<file path="config.mk">
export PLATFORM = sky130hd
export DESIGN_NAME = ram_arbiter
export DESIGN_NICKNAME = d
export VERILOG_FILES = /design/src/rtl/ram_arbiter.sv
export SDC_FILE = /design/constraint.sdc
export NUM_CORES = 1
export LEC_CHECK = 0
export CORE_ASPECT_RATIO = 1.2
export CORE_MARGIN = 5
export CORE_UTILIZATION = 45
export CTS_BUF_LIST = sky130_fd_sc_hd__clkbuf_8
export CTS_CLUSTER_SIZE = 28
export DETAILED_ROUTE_END_ITERATION = 10
export PLACE_DENSITY_LB_ADDON = 0.25
export SLEW_MARGIN = 20
export SYNTH_ARGS = -nofsm -noshare
export SYNTH_HDL_FRONTEND = slang
export SYNTH_SLANG_ARGS = --single-unit
export TNS_END_PERCENT = 20
</file>
<file path="constraint.sdc">
create_clock -name clk -period 2.6 [get_ports clk]
set_clock_uncertainty 0.05 [all_clocks]
set_input_delay 0.65 -clock clk [delete_from_list [all_inputs] [get_ports clk]]
set_output_delay 0.65 -clock clk [all_outputs]
set_load 0.05 [all_outputs]
</file>
<file path="src/rtl/ram_arbiter.sv">
// Round-robin arbiter sharing one synchronous data RAM between the CPU core and
// the host/loader port; a CPU lock keeps read-modify-write pairs together.
module ram_arbiter #(
  parameter int unsigned DATA_WIDTH = 8,
  parameter int unsigned ADDR_WIDTH = 8
) (
  input  logic                  clk,
  input  logic                  rst,
  input  logic                  cpu_req,
  input  logic                  cpu_we,
  input  logic                  cpu_lock,
  input  logic [ADDR_WIDTH-1:0] cpu_addr,
  input  logic [DATA_WIDTH-1:0] cpu_wdata,
  output logic [DATA_WIDTH-1:0] cpu_rdata,
  output logic                  cpu_ack,
  output logic                  cpu_stall,
  input  logic                  host_req,
  input  logic                  host_we,
  input  logic [ADDR_WIDTH-1:0] host_addr,
  input  logic [DATA_WIDTH-1:0] host_wdata,
  output logic [DATA_WIDTH-1:0] host_rdata,
  output logic                  host_ack,
  output logic [ADDR_WIDTH-1:0] ram_addr,
  output logic [DATA_WIDTH-1:0] ram_wdata,
  output logic                  ram_we,
  output logic                  ram_re,
  input  logic [DATA_WIDTH-1:0] ram_rdata
);

  typedef enum logic [1:0] {ST_IDLE, ST_LOCKED, ST_ISSUE, ST_RESP} state_e;
  typedef enum logic {PORT_CPU = 1'b0, PORT_HOST = 1'b1} port_e;

  state_e                state_q, state_d;
  port_e                 owner_q, owner_d;
  port_e                 last_owner_q, last_owner_d;
  logic                  we_q, we_d;
  logic [ADDR_WIDTH-1:0] addr_q, addr_d;
  logic [DATA_WIDTH-1:0] wdata_q, wdata_d;
  logic [DATA_WIDTH-1:0] cpu_rdata_q, cpu_rdata_d;
  logic [DATA_WIDTH-1:0] host_rdata_q, host_rdata_d;
  logic                  grant_c;
  port_e                 grant_port_c;
  logic                  issue_c;

  always_ff @(posedge clk or posedge rst) begin
    if (rst) begin
      state_q      <= ST_IDLE;
      owner_q      <= PORT_CPU;
      last_owner_q <= PORT_HOST;
      we_q         <= 1'b0;
      addr_q       <= '0;
      wdata_q      <= '0;
      cpu_rdata_q  <= '0;
      host_rdata_q <= '0;
    end else begin
      state_q      <= state_d;
      owner_q      <= owner_d;
      last_owner_q <= last_owner_d;
      we_q         <= we_d;
      addr_q       <= addr_d;
      wdata_q      <= wdata_d;
      cpu_rdata_q  <= cpu_rdata_d;
      host_rdata_q <= host_rdata_d;
    end
  end

  // Arbitration, lock handling and capture of the winner's request fields
  always_comb begin
    state_d      = state_q;
    owner_d      = owner_q;
    last_owner_d = last_owner_q;
    we_d         = we_q;
    addr_d       = addr_q;
    wdata_d      = wdata_q;
    cpu_rdata_d  = cpu_rdata_q;
    host_rdata_d = host_rdata_q;
    grant_c      = 1'b0;
    grant_port_c = PORT_CPU;

    case (state_q)
      ST_IDLE: begin
        if (cpu_req && host_req) begin
          grant_c      = 1'b1;
          grant_port_c = (last_owner_q == PORT_HOST) ? PORT_CPU : PORT_HOST;
        end else if (cpu_req) begin
          grant_c      = 1'b1;
          grant_port_c = PORT_CPU;
        end else if (host_req) begin
          grant_c      = 1'b1;
          grant_port_c = PORT_HOST;
        end
      end
      ST_LOCKED: begin
        if (cpu_req) begin
          grant_c      = 1'b1;
          grant_port_c = PORT_CPU;
        end else if (!cpu_lock) begin
          state_d = ST_IDLE;
        end
      end
      ST_ISSUE: state_d = ST_RESP;
      ST_RESP: begin
        last_owner_d = owner_q;
        if (!we_q) begin
          if (owner_q == PORT_CPU) cpu_rdata_d = ram_rdata;
          else                     host_rdata_d = ram_rdata;
        end
        // The owner's own req is ignored here; only the other port may win
        if (owner_q == PORT_CPU && cpu_lock) begin
          state_d = ST_LOCKED;
        end else if (owner_q == PORT_CPU && host_req) begin
          grant_c      = 1'b1;
          grant_port_c = PORT_HOST;
        end else if (owner_q == PORT_HOST && cpu_req) begin
          grant_c      = 1'b1;
          grant_port_c = PORT_CPU;
        end else begin
          state_d = ST_IDLE;
        end
      end
      default: state_d = ST_IDLE;
    endcase

    if (grant_c) begin
      state_d = ST_ISSUE;
      owner_d = grant_port_c;
      if (grant_port_c == PORT_HOST) begin
        we_d    = host_we;
        addr_d  = host_addr;
        wdata_d = host_wdata;
      end else begin
        we_d    = cpu_we;
        addr_d  = cpu_addr;
        wdata_d = cpu_wdata;
      end
    end
  end

  assign issue_c    = (state_q == ST_ISSUE);
  assign ram_we     = issue_c && we_q;
  assign ram_re     = issue_c && !we_q;
  assign ram_addr   = issue_c ? addr_q : '0;
  assign ram_wdata  = issue_c ? wdata_q : '0;

  assign cpu_ack    = (state_q == ST_RESP) && (owner_q == PORT_CPU);
  assign host_ack   = (state_q == ST_RESP) && (owner_q == PORT_HOST);
  // Read data passes straight through during a read ack, then holds
  assign cpu_rdata  = (cpu_ack && !we_q) ? ram_rdata : cpu_rdata_q;
  assign host_rdata = (host_ack && !we_q) ? ram_rdata : host_rdata_q;
  assign cpu_stall  = cpu_req & ~cpu_ack;

endmodule

</file>
; ---- Word-level counts from Yosys, hierarchy flattened
; Cells that the tools add are included.
[word_totals]
output_inout_bits = 37
inputBits = 47
ff_bits = 37
elab_cells = 63
[op_classes]
reduce_logical = 16
eq_ne = 7
mux = 28
bitwise_logic = 4
[op_table]
columns = operator, n
row1 = 8-bit two-way mux, 6
row2 = 1-bit two-way mux, 13
row3 = 2-bit two-way mux, 6
row4 = 1-bit logical AND, 10
row5 = "4-bit inequality test, second input constant", 2
row6 = "3-bit inequality test, second input constant", 2
row7 = 2-bit one-hot mux with 3 select lines, 1
row8 = 3-bit AND reduction, 2
row9 = 5-bit AND reduction, 1
row10 = "2-bit equality test, second input constant", 2
row11 = 4-bit nonzero test, 1
row12 = 1-bit NOT, 3
row13 = 1-bit one-hot mux with 3 select lines, 1
row14 = "2-bit by 1-bit equality test with 1-bit output, second input constant", 1
row15 = 2-bit logical NOT, 1
row16 = 1-bit one-hot mux with 2 select lines, 1
row17 = 1-bit bitwise AND, 1
row18 = 1-bit logical NOT, 1

; ---- Logic depth before layout (Yosys ltp)
[depth]
ltp_word = 7
ltp_mapped = 7
mapped_depth_nobuf = 6

; ---- Worst setup path before layout
; No wires, ideal clock.
[synth_path]
kind = register to output
from = register state_q[1]
to = output port cpu_rdata[5]
path_stages_with_launch = 7
path_slack_ns = -0.507
t_required_ns = 1.900
path_buffers = 2
arrival_time_ns = 2.407
path_cell_list = dfrtp_1 > ha_1 > nor2b_1 > nor2b_1 > buf_2 > buf_4 > mux2_2
[synth_via]
elab_chain_len = 4
[synth_lines]
columns = element, line_no
row1 = from (decl), 33  ; state_e state_q, state_d;
row2 = from (signal assigned), 56  ; state_q <= state_d;
row3 = 2-bit equality test, 145  ; assign cpu_ack = (state_q == ST_RESP) && (owner_q == PORT_CPU);
row4 = 1-bit logical AND, 145
row5 = named net cpu_ack, 15  ; output logic cpu_ack,
row6 = 1-bit logical AND, 148  ; assign cpu_rdata = (cpu_ack && !we_q) ? ram_rdata : cpu_rdata_q;
row7 = 8-bit two-way mux, 148
row8 = to (decl), 14  ; output logic [DATA_WIDTH-1:0] cpu_rdata,
; The timed path passes the listed nets, and every way through them passes these cells.

; ---- Worst setup path in the final report
[layout_path]
from = register state_q[1]
to = output port cpu_rdata[3]
[layout_via]
elab_chain_len = 4
[layout_lines]
columns = element, line_no
row1 = 2-bit equality test, 145
row2 = 1-bit logical AND, 145
row3 = 1-bit logical AND, 148
row4 = 8-bit two-way mux, 148
; Every way passes these cells.

==> tab_implementation.tex <==
\begin{tabular}{lr}
\hline
Metric & Value \\
\hline
\multicolumn{2}{l}{\textbf{Floorplan}} \\
\quad Total number of placement rows & 27 \\
\quad Chip Width & around 72 um \\
\quad Initial standard-cell utilization of the core & a little under half \\
\quad Boundary Pins & 84 \\
\quad Overall die area & $\sim$6000 um2 \\
\quad Die Span Y & around 85 um \\
\quad Core Area & about 4600 um2 \\
\multicolumn{2}{l}{\textbf{Global route}} \\
\quad Largest net degree at the start of global routing & 38 \\
\quad Number of global-route vias before repair & around 1800 \\
\quad Number of antenna violations at the first check in global routing & 0 \\
\quad Global-route wire length before repair & 8625 um \\
\quad Remaining Overflow, GRT & 0 \\
\quad Total routing resource utilization after global routing & about 18\% \\
\multicolumn{2}{l}{\textbf{Logic synthesis}} \\
\quad Synthesized area per cell & 12.31 um2 \\
\quad Cell type contributing the most total cell area after synthesis & dfrtp\_1 \\
\quad Post-synthesis async set-or-reset flop share & between 90\% and 100\% \\
\quad Number of unique standard cell types used by synthesis & 28 \\
\quad Fraction of post-synthesis cell area in the top cell type by area & about 43\% \\
\quad Syn Inst Count & between 150 and 200 \\
\quad Mapped cell area & between 2000 and 2500 um2 \\
\quad Synthesized netlist net count & around 220 \\
\quad Post-synth top cells & 67 x mux2\_2, 36 x dfrtp\_1, 19 x and2\_1 \\
\quad Most frequent cell after synthesis & mux2\_2 \\
\quad Yosys reg bits & 37 \\
\quad Warning count from the yosys run & 0 \\
\quad Most frequently used flop master after synthesis & dfrtp\_1 \\
\quad Top cells by area in the synthesized netlist & dfrtp\_1 43\%, mux2\_2 36\%, and2\_1 5.6\% \\
\quad Proportion of synthesized chip area in sequential cells & approximately 44\% \\
\quad Number of enable flip-flop cells after synthesis & 0 \\
\multicolumn{2}{l}{\textbf{Power and ir drop}} \\
\quad Internal power summed over all cells & between 2 and 3 mW \\
\quad Power Dens Cells & about 1500 nW/um2 \\
\quad Peak supply drop & roughly 0.00098 V \\
\quad Total leakage power & $\sim$1.5 nW \\
\quad Sw Pwr & between 2 and 2.5 mW \\
\quad Combinational group share of total power & $\sim$72\% \\
\quad Power share of the clock group & under 10\% \\
\quad Net switching share of the total power & between 40\% and 50\% \\
\quad Seq pwr share & 19.9\% \\
\multicolumn{2}{l}{\textbf{Timing}} \\
\quad Normalized max-slew margin & between 60\% and 70\% \\
\quad Final hold viol count & 0 \\
\quad Setup\_tns & 0 ns \\
\quad Setup repair after global routing missed its margin & true \\
\quad FMAX & around 400 MHz \\
\quad Final clock period utilization by the worst path & a little over nine tenths \\
\quad Min Tclk post-route & roughly 2.6 ns \\
\quad Transition time at the pin with the least slew margin & between 0.4 and 0.5 ns \\
\quad Total setup violations reported at the end of the flow & 0 \\
\quad Number of max-slew violations in the final report & 0 \\
\multicolumn{2}{l}{\textbf{Worst setup path}} \\
\quad Critical Path AT & 1.86 ns \\
\quad Maximum fanout encountered on the critical timing path & 8 \\
\quad Library cell appearing most often on the critical path & nor2b\_4 \\
\quad Critical setup path kind & reg2out \\
\quad Library cell contributing the largest single delay on the critical path & mux2\_2 \\
\quad Worst R2R Start & state\_q[1] \\
\quad Critical Path End Type & output port \\
\quad CP Buf/Inv Count & 2 \\
\quad Cells traversed along the worst timing path & ha\_2, nor2b\_4, nor2b\_4, buf\_8, mux2\_2, buf\_12 \\
\quad Data required time at the worst endpoint & between 1.5 and 2 ns \\
\quad Maximum single-stage delay on the critical path & 0.37 ns \\
\quad First element of the critical path & state\_q[1] \\
\quad Critical Path Source Type & flop \\
\quad Crit-path leading delay family & multiplexers \\
\multicolumn{2}{l}{\textbf{Placement}} \\
\quad Global placement routability congestion & between 0.8 and 0.9 \\
\quad Detailed placement HPWL & 3840 um \\
\quad Total placed instance area & roughly 3300 um2 \\
\quad Count of buffers from port buffering & 83 \\
\multicolumn{2}{l}{\textbf{CTS}} \\
\quad Clock H-tree levels & 2 \\
\quad CTS max path bufs & 2 \\
\quad Sinks on Clock Net & 37 \\
\quad Clock root buffer master & clkbuf\_8 \\
\quad Number of clock buffers inserted by TritonCTS & 5 \\
\quad CTS tree & built \\
\quad Clock insertion delay at the later pin of the skew report & 0.29 ns \\
\quad Number of buffers inserted by hold repair at cts & 0 \\
\quad Clock Pin Slew Worst Setup and Hold Paths & $\sim$0.07 ns \\
\multicolumn{2}{l}{\textbf{Worst hold path}} \\
\quad Worst hold-check path type & reg2reg \\
\quad Launch instance of the worst min-delay path & wdata\_q[4] \\
\multicolumn{2}{l}{\textbf{Outcome}} \\
\quad Run status & finished clean \\
\multicolumn{2}{l}{\textbf{Finish}} \\
\quad Share of cells above drive strength 1 & around half \\
\quad Fill cell count & just over 300 \\
\quad Nets & approximately 330 \\
\quad N\_diodes & 0 \\
\quad Area Growth Syn to Fin & 67.85\% \\
\quad Post-route standard cell area excluding fillers & $\sim$3500 um2 \\
\multicolumn{2}{l}{\textbf{Detailed routing}} \\
\quad Via density per instance & approximately 5.0 \\
\quad Final routed DRC violation total & 0 \\
\quad Routed WL per cell & 15.80 um \\
\quad Number of optimization iterations in the first detailed-route pass & 4 \\
\quad Number of nets with antenna violations after detailed routing & 0 \\
\quad Final WL & $\sim$5200 um \\
\quad Vias after detailed routing & approximately 1700 \\
\quad Count of routing violations after the opening detailed-route iteration & 73 \\
\multicolumn{2}{l}{\textbf{Flow run}} \\
\quad Max-cap violations & 0 \\
\hline
\end{tabular}
[kinds of logic (layout without fill, tap and decap cells)]
kind of cell / Yosys count / in the layout / synth area share [%]
multiplexers: 67 / 67 / 35.83
flip-flops: 37 / 37 / 44.03
AND/OR/NAND/NOR: 34 / 34 / 9.923
buffers and inverters: 15 / 118 / 3.506
AO/OA/AOI/OAI: 14 / 14 / 4.337
adder cells (fa/ha/maj): 4 / 4 / 2.377
[worst register-to-register path, delay by kind of cell (launching register included)]
kind                     cells  cell delay (ns)
multiplexers                 2             0.54
adder cells (fa/ha/maj)      1             0.20
buffers and inverters        4             0.51
flip-flops                   1             0.39
AO/OA/AOI/OAI                2             0.33
[final cells by class]
| type | instances | area (um2) | share of cell area, % |
|---|---|---|---|
| timing repair buffer | 105 | 1289 | 36.46 |
| multi-input combinational | 119 | 1137 | 32.18 |
| sequential | 37 | 927.1 | 26.23 |
| clock buffer | 6 | 82.58 | 2.336 |
| tap | 58 | 72.57 | 2.053 |
| inverter | 6 | 22.52 | 0.6372 |
| clock inverter | 1 | 3.754 | 0.1062 |
[what timing repair did]
action	in CTS	in global routing
endpoints found under the setup margin	16	27
pin swaps	0	1
cloned	1	0
buffers inserted	7	2
gates resized for setup	5	10
[sequential cells by signal, summed over array words and instances, names as in the netlist]
name / flops
owner_q: 1
we_q: 1
host_rdata_q: 8
state_q: 2
cpu_rdata_q: 8
last_owner_q: 1
addr_q: 8
wdata_q: 8
[final timing paths]
check	endpoint	slack (ns)	depth (start not counted)
max reg2reg	wdata_q[0]	0.46	9
min reg2reg	wdata_q[4]	0.45	1
max	cpu_rdata[3]	0.04	6
min	wdata_q[4]	0.45	1
max in group asynchronous	last_owner_q	1.43	3
min in group asynchronous	wdata_q[5]	0.71	3
[layout by cell type (no fill, tap or decap), types with 3 or more instances in the layout]
| cell type | n |
|---|---|
| clkdlybuf4s50_1 | 46 |
| o21ai_0 | 5 |
| clkbuf_8 | 6 |
| buf_4 | 21 |
| buf_6 | 8 |
| nor2_1 | 3 |
| buf_12 | 28 |
| and2_1 | 18 |
| mux2_2 | 67 |
| dfrtp_1 | 36 |
| inv_1 | 7 |
[stage by stage]
stage	total power, mW	hold WS, ns	utilization, %	instances	setup slack, ns
2_1_floorplan	3.142	0.4221	-	171	-0.04009
3_3_place_gp	4.553	0.4312	72.76	315	0.09670
3_5_place_dp	4.610	0.4409	72.76	315	0.06533
4_1_cts	5.112	0.4562	76.38	330	0.004939
5_1_grt	5.447	0.4710	77.50	332	-0.04658
6_report	5.173	0.4504	77.50	332	0.04074
[per-layer routing]
metal	share of wire [%]	up-vias	global-route usage (%)
li1	-	799	-
met3	6.8	7	5.450
met1	36	815	19.93
met4	1.8	0	5.705
met5	0	-	0
met2	55	49	32.39
[power groups by stage]
stage	clock, mW	combinational (mW)	sequential, mW
global placement	0	3.53	1.02
floorplan	0	2.15	0.992
global route	0.439	3.94	1.07
detailed placement	0	3.57	1.04
finish	0.400	3.74	1.03
CTS	0.411	3.67	1.03
Power figures use the tool's default switching activity.
